<file path="config.mk">
export PLATFORM = sky130hd
export DESIGN_NAME = pre_comm_bp
export DESIGN_NICKNAME = d
export VERILOG_FILES = /design/src/rtl/pre_comm_bp.sv
export SDC_FILE = /design/constraint.sdc
export NUM_CORES = 2
export LEC_CHECK = 0
export ABC_AREA = 1
export BUFFER_PORTS_ARGS = -buffer_cell sky130_fd_sc_hd__buf_2
export CORE_AREA = 2 2 489 491
export CTS_CLUSTER_SIZE = 10
export DETAILED_ROUTE_END_ITERATION = 7
export DIE_AREA = 0 0 491 493
export GPL_TIMING_DRIVEN = 0
export SYNTH_ARGS = -nofsm -noshare
export SYNTH_HDL_FRONTEND = slang
export SYNTH_SLANG_ARGS = --single-unit
</file>
<file path="constraint.sdc">
create_clock -name clk -period 4.1 [get_ports clk]
set_input_delay 0.205 -clock clk [delete_from_list [all_inputs] [get_ports clk]]
set_output_delay 0.205 -clock clk [all_outputs]
set_load 0.05 [all_outputs]
</file>
<file path="src/rtl/pre_comm_bp.sv">
// Precommutator: steers per-lane requests into nPIPE commutator pipelines by channel address,
// with per-pipe valid/ready backpressure and a saturating counter of out-of-range drops.
module pre_comm_bp #(
  parameter int unsigned nIN   = 8,
  parameter int unsigned nOUT  = 52,
  parameter int unsigned wD    = 25,
  parameter int unsigned nPIPE = 4,
  parameter int unsigned wCNT  = 16,
  localparam int unsigned CH_PER_PIPE = (nOUT + nPIPE - 1) / nPIPE,
  localparam int unsigned wA_OUT      = $clog2(nOUT),
  localparam int unsigned wA_CH       = (CH_PER_PIPE > 1) ? $clog2(CH_PER_PIPE) : 1
) (
  input  logic                    clk,
  input  logic                    reset,
  input  logic [nIN-1:0]          req_in,
  input  logic [wD*nIN-1:0]       data_in,
  input  logic [wA_OUT*nIN-1:0]   addr_in,
  output logic [nIN-1:0]          ready_in,
  output logic [nIN-1:0]          req_out  [nPIPE],
  output logic [wD*nIN-1:0]       data_out [nPIPE],
  output logic [wA_CH*nIN-1:0]    addr_out [nPIPE],
  input  logic [nIN-1:0]          ready_out [nPIPE],
  output logic [wCNT-1:0]         drop_cnt
);

  localparam int unsigned PW     = (nPIPE > 1) ? $clog2(nPIPE) : 1;
  localparam int unsigned INC_W  = $clog2(nIN + 1);
  localparam int unsigned CNT_W1 = wCNT + 1;

  logic [nIN-1:0]        s1_valid_q, s1_valid_d;
  logic [wD*nIN-1:0]     s1_data_q,  s1_data_d;
  logic [wA_OUT*nIN-1:0] s1_addr_q,  s1_addr_d;

  logic [nIN-1:0]        or_valid_q [nPIPE];
  logic [nIN-1:0]        or_valid_d [nPIPE];
  logic [wD*nIN-1:0]     or_data_q  [nPIPE];
  logic [wD*nIN-1:0]     or_data_d  [nPIPE];
  logic [wA_CH*nIN-1:0]  or_ch_q    [nPIPE];
  logic [wA_CH*nIN-1:0]  or_ch_d    [nPIPE];

  logic [wCNT-1:0]       drop_cnt_q, drop_cnt_d;

  logic [PW-1:0]         pipe_c [nIN];
  logic [wA_CH-1:0]      ch_c   [nIN];
  logic [nIN-1:0]        oor_c, free_c, adv_c, ready_c, drop_c;
  logic [INC_W-1:0]      drop_inc_c;
  logic [CNT_W1-1:0]     drop_sum_c;

  // Address decode by comparator chain, then per-lane advance/accept decisions
  always_comb begin
    for (int unsigned i = 0; i < nIN; i++) begin
      pipe_c[i] = '0;
      ch_c[i]   = wA_CH'(s1_addr_q[i*wA_OUT +: wA_OUT]);
      oor_c[i]  = 32'(s1_addr_q[i*wA_OUT +: wA_OUT]) >= nOUT;
      for (int unsigned p = 1; p < nPIPE; p++) begin
        if (32'(s1_addr_q[i*wA_OUT +: wA_OUT]) >= p * CH_PER_PIPE) begin
          pipe_c[i] = PW'(p);
          ch_c[i]   = wA_CH'(32'(s1_addr_q[i*wA_OUT +: wA_OUT]) - p * CH_PER_PIPE);
        end
      end
      free_c[i] = 1'b0;
      for (int unsigned p = 0; p < nPIPE; p++) begin
        if (pipe_c[i] == PW'(p)) begin
          free_c[i] = !or_valid_q[p][i] || ready_out[p][i];
        end
      end
      adv_c[i]   = s1_valid_q[i] && (oor_c[i] || free_c[i]);
      ready_c[i] = !s1_valid_q[i] || adv_c[i];
      drop_c[i]  = adv_c[i] && oor_c[i];
    end
  end

  // Next state for S1, output registers and the drop counter
  always_comb begin
    s1_valid_d = s1_valid_q;
    s1_data_d  = s1_data_q;
    s1_addr_d  = s1_addr_q;
    or_valid_d = or_valid_q;
    or_data_d  = or_data_q;
    or_ch_d    = or_ch_q;
    drop_inc_c = '0;

    for (int unsigned p = 0; p < nPIPE; p++) begin
      for (int unsigned i = 0; i < nIN; i++) begin
        if (or_valid_q[p][i] && ready_out[p][i]) begin
          or_valid_d[p][i] = 1'b0;
        end
      end
    end

    for (int unsigned i = 0; i < nIN; i++) begin
      if (adv_c[i] && !oor_c[i]) begin
        for (int unsigned p = 0; p < nPIPE; p++) begin
          if (pipe_c[i] == PW'(p)) begin
            or_valid_d[p][i]              = 1'b1;
            or_data_d[p][i*wD +: wD]      = s1_data_q[i*wD +: wD];
            or_ch_d[p][i*wA_CH +: wA_CH]  = ch_c[i];
          end
        end
      end
      if (ready_c[i]) begin
        s1_valid_d[i] = req_in[i];
        if (req_in[i]) begin
          s1_data_d[i*wD +: wD]         = data_in[i*wD +: wD];
          s1_addr_d[i*wA_OUT +: wA_OUT] = addr_in[i*wA_OUT +: wA_OUT];
        end
      end
      drop_inc_c = drop_inc_c + INC_W'(drop_c[i]);
    end

    // One extra bit catches overflow; saturate instead of wrapping
    drop_sum_c = {1'b0, drop_cnt_q} + CNT_W1'(drop_inc_c);
    drop_cnt_d = drop_sum_c[wCNT] ? '1 : drop_sum_c[wCNT-1:0];
  end

  always_ff @(posedge clk) begin
    if (reset) begin
      s1_valid_q <= '0;
      s1_data_q  <= '0;
      s1_addr_q  <= '0;
      drop_cnt_q <= '0;
      for (int unsigned p = 0; p < nPIPE; p++) begin
        or_valid_q[p] <= '0;
        or_data_q[p]  <= '0;
        or_ch_q[p]    <= '0;
      end
    end else begin
      s1_valid_q <= s1_valid_d;
      s1_data_q  <= s1_data_d;
      s1_addr_q  <= s1_addr_d;
      drop_cnt_q <= drop_cnt_d;
      for (int unsigned p = 0; p < nPIPE; p++) begin
        or_valid_q[p] <= or_valid_d[p];
        or_data_q[p]  <= or_data_d[p];
        or_ch_q[p]    <= or_ch_d[p];
      end
    end
  end

  assign ready_in = ready_c;
  assign drop_cnt = drop_cnt_q;
  assign req_out  = or_valid_q;
  assign data_out = or_data_q;
  assign addr_out = or_ch_q;

endmodule

</file>
# Word-level counts from Yosys, hierarchy flattened
# Index checks and enable logic that the tools add are counted.
[totals]
wordCells = 558
reg_bits = 1232
[classes]
order_cmp = 32
n_addsub = 32
n_reduce_logical = 200
n_mux = 177
n_eq_ne = 24
[op_table]
columns = ["op", "n"]
rows = [
  ["1-bit 2-to-1 mux", 136],
  ["6-bit greater-or-equal comparator (second input constant)", 16],
  ["4-bit 2-to-1 mux", 24],
  ["2-bit AND reduction", 40],
  ["4-bit subtractor (second input constant)", 16],
  ["1-bit logical AND", 56],
  ["6-bit by 4-bit greater-or-equal comparator with 1-bit output (second input constant)", 8],
  ["6-bit by 5-bit greater-or-equal comparator with 1-bit output (second input constant)", 8],
  ["1-bit logical NOT", 48],
  ["1-bit logical OR", 48],
  ["2-bit == test (second input constant)", 16],
  ["2-bit 2-to-1 mux", 16],
  ["4-bit by 3-bit subtractor with 4-bit output (second input constant)", 8],
  ["16-bit by 4-bit adder with 17-bit output", 1],
  ["4-bit by 1-bit adder with 4-bit output", 4],
  ["2-bit by 1-bit == test with 1-bit output (second input constant)", 8],
  ["2-bit logical NOT", 8],
  ["16-bit 2-to-1 mux", 1],
  ["3-bit by 1-bit adder with 4-bit output", 1],
  ["2-bit by 1-bit adder with 3-bit output", 1],
  ["1-bit by 1-bit adder with 2-bit output", 1],
]

# Logic depth before layout (Yosys ltp)
[depth]
ltp_word = 21
mapped_depth = 23
mapped_depth_nobuf = 23

# Worst setup path before layout
# No wires, ideal clock.
[synth_timing]
path_type = "reg-to-reg"
startpoint = "register s1_addr_q[2]"
endpoint = "register drop_cnt_q[9] (netlist: drop_cnt[9])"
stages_incl_launch_ff = 21
setup_time_ps = 58
arrival_ps = 4116
required_time_ps = 4042
slack_ps = -74
synth_period_minus_slack_ps = 4174
cell_sequence = "dfxtp_1 > buf_2 > o21bai_1 > nor2_1 > fa_1 > inv_1 > fa_1 > inv_1 > fa_1 > inv_1 > fa_1 > inv_1 > fa_1 > nand3_1 > a31oi_1 > nand4_1 > inv_1 > nand2_1 > inv_1 > o21ai_0 > inv_1"
[synth_via]
elab_chain_len = 21
word_cells_on_any_way = 27
cone_classes = "add/sub (8); order compare (4); eq/ne (3); mux (8); reduce/logical (4)"
[synth_rtl]
columns = ["item", "line_no", "rtl"]
rows = [
  ["from (decl)", "32", "logic [wA_OUT*nIN-1:0] s1_addr_q, s1_addr_d;"],
  ["from (signal assigned)", "130", "s1_addr_q <= s1_addr_d;"],
  ["6-bit by 4-bit greater-or-equal comparator with 1-bit output", "56", "if (32'(s1_addr_q[i*wA_OUT +: wA_OUT]) >= p * CH_PER_PIPE) begin"],
  ["1-bit 2-to-1 mux", "56", ""],
  ["2-bit 2-to-1 mux (2 in series)", "56", ""],
  ["2-bit logical NOT", "63", "if (pipe_c[i] == PW'(p)) begin"],
  ["1-bit 2-to-1 mux (4 in series)", "63", ""],
  ["1-bit logical OR", "67", "adv_c[i] = s1_valid_q[i] && (oor_c[i] || free_c[i]);"],
  ["1-bit logical AND", "67", ""],
  ["1-bit logical AND *", "69", "drop_c[i] = adv_c[i] && oor_c[i];"],
  ["1-bit by 1-bit adder with 2-bit output *", "108", "drop_inc_c = drop_inc_c + INC_W'(drop_c[i]);"],
  ["2-bit by 1-bit adder with 3-bit output *", "108", ""],
  ["3-bit by 1-bit adder with 4-bit output *", "108", ""],
  ["4-bit by 1-bit adder with 4-bit output * (4 in series)", "108", ""],
  ["16-bit by 4-bit adder with 17-bit output *", "112", "drop_sum_c = {1'b0, drop_cnt_q} + CNT_W1'(drop_inc_c);"],
  ["16-bit 2-to-1 mux *", "113", "drop_cnt_d = drop_sum_c[wCNT] ? '1 : drop_sum_c[wCNT-1:0];"],
  ["to (signal assigned)", "131", "drop_cnt_q <= drop_cnt_d;"],
  ["to (decl)", "41", "logic [wCNT-1:0] drop_cnt_q, drop_cnt_d;"],
]
# Every way passes the cells marked *; elsewhere a longest branch is shown, timed or not.
# A chain may end at the register's enable or synchronous reset.

# Worst setup path after layout
[layout_timing]
startpoint = "register s1_addr_q[2]"
endpoint = "register drop_cnt_q[1] (netlist: drop_cnt[1])"
# Same word-level chain as after synthesis.

==> impl_metrics.env <==
export IMPL_rsz0062_at_grt="true"
export IMPL_drv_slew=0
export IMPL_clockRootBuffer="clkbuf_16"
export IMPL_met1_length_um=125000
export IMPL_switchingPower_w=0.0111
export IMPL_min_period_ns=4.16
export IMPL_internal_power_w=0.0217
export IMPL_fillers=26100
export IMPL_synth_ff_type="dfxtp_1"
export IMPL_hold_path_class="input port to flip-flop"
export IMPL_gp_congestion=0.979
export IMPL_pwr_share_seq_pct=40.4
export IMPL_met3_length_um=33000
export IMPL_clockPowerShare_pct=40.4
export IMPL_fp_row_count=179
export IMPL_async_flop_share_pct=0
export IMPL_first_pass_iters=8
export IMPL_status="complete, but fails checks"
export IMPL_fin_nets=9876
export IMPL_yosysSeqAreaShare_pct=46.0
export IMPL_io_pins=1274
export IMPL_cts_clk_slew_worst_paths_ns=0.05
export IMPL_path_buf_inv=7
export IMPL_core_area_mm2=0.237
export IMPL_wl_per_cell_um=24.1
export IMPL_grt_usage_pct=24.3
export IMPL_switching_share_pct=33.8
export IMPL_cpPeakStageDelay_ns=0.56
export IMPL_yosysWarnings=0
export IMPL_clock_sinks=1232
export IMPL_utilization_pct=30.5
export IMPL_worstMarginPinSlew_ns=1.48
export IMPL_die_x_um=491
export IMPL_max_freq_mhz=241
export IMPL_grt_pass1_wl_um=417000
export IMPL_end_kind="flip-flop"
export IMPL_timing_final_crit_share_pct=101
export IMPL_critPathMostFrequentCell="inv_2"
export IMPL_skew_ns=0.0426
export IMPL_finalWorstSetupSlack_ns=-0.0575
export IMPL_drive_above_1_share_pct=20.0
export IMPL_startpoint="s1_addr_q[2]"
export IMPL_cts_inserted_buffers=152
export IMPL_min_from="ready_out[19]"
export IMPL_initial_core_util_pct=22.6
export IMPL_gr_total_overflow=0
export IMPL_io_buffer_count=1268
export IMPL_vias_per_cell=4.57
export IMPL_synth_area_mm2=0.0536
export IMPL_crit_path_top_delay_cell="fa_1"
export IMPL_rrSetupSlack_ns=-0.06
export IMPL_synth_area_per_cell_um2=6.90
export IMPL_syn_nets=8127
export IMPL_antenna_found_initial=49
export IMPL_combPwrFrac_pct=19.2
export IMPL_synth_edf_count=0
export IMPL_hold_viol=0
export IMPL_final_antenna_net_count=0
export IMPL_cp_cell_sequence="buf_6 -> o21bai_4 -> nor2_4 -> fa_1 -> inv_2 -> fa_1 -> inv_2 -> fa_1 -> inv_2 -> fa_2 -> inv_2 -> fa_2 -> nand3_4 -> a31oi_4 -> nand4_1 -> inv_2 -> nand2_4 -> inv_4 -> nor2_2 -> nor2_1"
export IMPL_worstPathArrival_ns=4.88
export IMPL_required_ns=4.82
export IMPL_synth_seq_cells=1232
export IMPL_final_cell_mix="nand2_1, buf_2, nor2_1"
export IMPL_die_area_mm2=0.242
export IMPL_synth_distinct_cells=40
export IMPL_worstSetupPathType="flip-flop to flip-flop"
export IMPL_vias=58400
export IMPL_wirelength_um=308000
export IMPL_layout_commonest_cell="nand2_1"
export IMPL_setup_viol=7
export IMPL_clock_path_buffers=3
export IMPL_hpwl_um=245000
export IMPL_irDropWorstVdd_mv=0.307
export IMPL_slew_headroom_pct=1.22
export IMPL_synthCells=7762
export IMPL_cp_top_family="adder cells"
export IMPL_power_density_mw_per_mm2=455
export IMPL_area_delta_synth_final_pct=34.9
export IMPL_drv_cap=0
export IMPL_p_leak_nw=36.5
export IMPL_top_layer="met5"
export IMPL_clock_latency_ns=0.81
export IMPL_r2r_start="s1_addr_q[2]"
export IMPL_post_route_drc_count=0
export IMPL_cp_max_fo=5
export IMPL_grt_max_degree=17
export IMPL_hold_ws_ns=0.120
export IMPL_setup_worst_path_start_class="flip-flop"
export IMPL_htree_levels=4
export IMPL_violations="negative setup slack"
export IMPL_die_y_um=493
export IMPL_cts_tree="built"
export IMPL_grt_pass1_vias=53700
export IMPL_drt_iter0_markers=6045
export IMPL_wl_met2_um=130000
[state kept, by name (all words and copies together) (netlist names)]
signal and count:
data_out 800, s1_data_q 200, addr_out 128, s1_addr_q 48, req_out 32, drop_cnt 16, s1_valid_q 8
[worst paths after layout]
| check | end | depth (start not counted) |
|---|---|---|
| worst max register to register | drop_cnt[1] | 20 |
| worst min-delay path | req_out[19] | 4 |
| worst min register to register | data_out[660] | 2 |
| worst max-delay path | drop_cnt[1] | 20 |
[power groups by stage]
stage | Clock [W] | Sequential [W] | Combinational (W)
2_1_floorplan | 0 | 0.0145 | 0.00256
3_3_place_gp | 0 | 0.0135 | 0.00593
3_5_place_dp | 0 | 0.0135 | 0.00598
4_1_cts | 0.0135 | 0.0132 | 0.00626
5_1_grt | 0.0140 | 0.0133 | 0.00676
6_report | 0.0133 | 0.0133 | 0.00630
[cell families after synthesis]
group / synth area share, %
simple gates: 33.6
buf+inv: 11.5
flops: 46.0
compound gates: 6.48
fa+ha+maj: 1.82
xor+xnor: 0.572
[what timing repair did]
action / in CTS / in global routing
gates resized for setup: 40 / 26
pin swaps: 16 / 17
hold buffers: 297 / 0
setup buffers: 8 / 12
setup endpoints to repair: 16 / 16
hold endpoints to repair: 283 / 0
gates cloned: 1 / 0
[per-stage QoR]
| step | instances | power [W] | instance area [µm²] | setup slack [ns] | TNS [ns] |
|---|---|---|---|---|---|
| after floorplan | 7762 | 0.0171 | 53600 | 0.0107 | 0 |
| after global placement | 12200 | 0.0194 | 63900 | -1.25 | -65.58 |
| after detailed placement | 12200 | 0.0195 | 64200 | -1.24 | -17.84 |
| after CTS | 12700 | 0.0330 | 72000 | -0.143 | -1.09 |
| after global routing | 12700 | 0.0340 | 72200 | -0.247 | -2.82 |
| final | 12800 | 0.0329 | 72300 | -0.0575 | -0.215 |
[synthesized netlist by cell type (all sizes together) (7+ instances only)]
| master | n | area [µm²] |
|---|---|---|
| nand2 | 1995 | 7510 |
| nor2 | 1469 | 5550 |
| dfxtp | 1232 | 24700 |
| inv | 972 | 3650 |
| a21oi | 591 | 2980 |
| nand4 | 459 | 3000 |
| buf | 342 | 1850 |
| nand3 | 255 | 1380 |
| clkbuf | 174 | 653 |
| ha | 70 | 876 |
| nand3b | 66 | 495 |
| o21ai | 52 | 264 |
| xnor2 | 18 | 158 |
| xor2 | 17 | 149 |
| o21bai | 10 | 75.1 |
| nor3 | 9 | 45.0 |
| o211ai | 7 | 52.6 |
[routing by layer]
| layer | vias up | track usage [%] |
|---|---|---|
| met5 | - | 0 |
| met4 | 14 | 13.5 |
| met3 | 627 | 7.59 |
| met2 | 3066 | 36.8 |
| met1 | 27100 | 30.5 |
| li1 | 27600 | - |
[layout make-up]
class	instances	area [µm²]	share of cell area [%]
flip-flops and latches	1232	24700	34.1
multi-input cells	5038	22900	31.7
repair buffers	1597	9740	13.5
clock buffers	182	4060	5.61
well taps	3167	3960	5.48
inverters	977	3670	5.08
plain buffers	513	2530	3.50
clock inverters	31	624	0.864
diodes	34	85.1	0.118
[tightest hold or removal path, cell delays in order]
cell and delay [ns]:
buf_2 0.08, inv_1 0.09, nand2_1 0.33, a21oi_1 0.12
(Power assumes the default switching activity.)
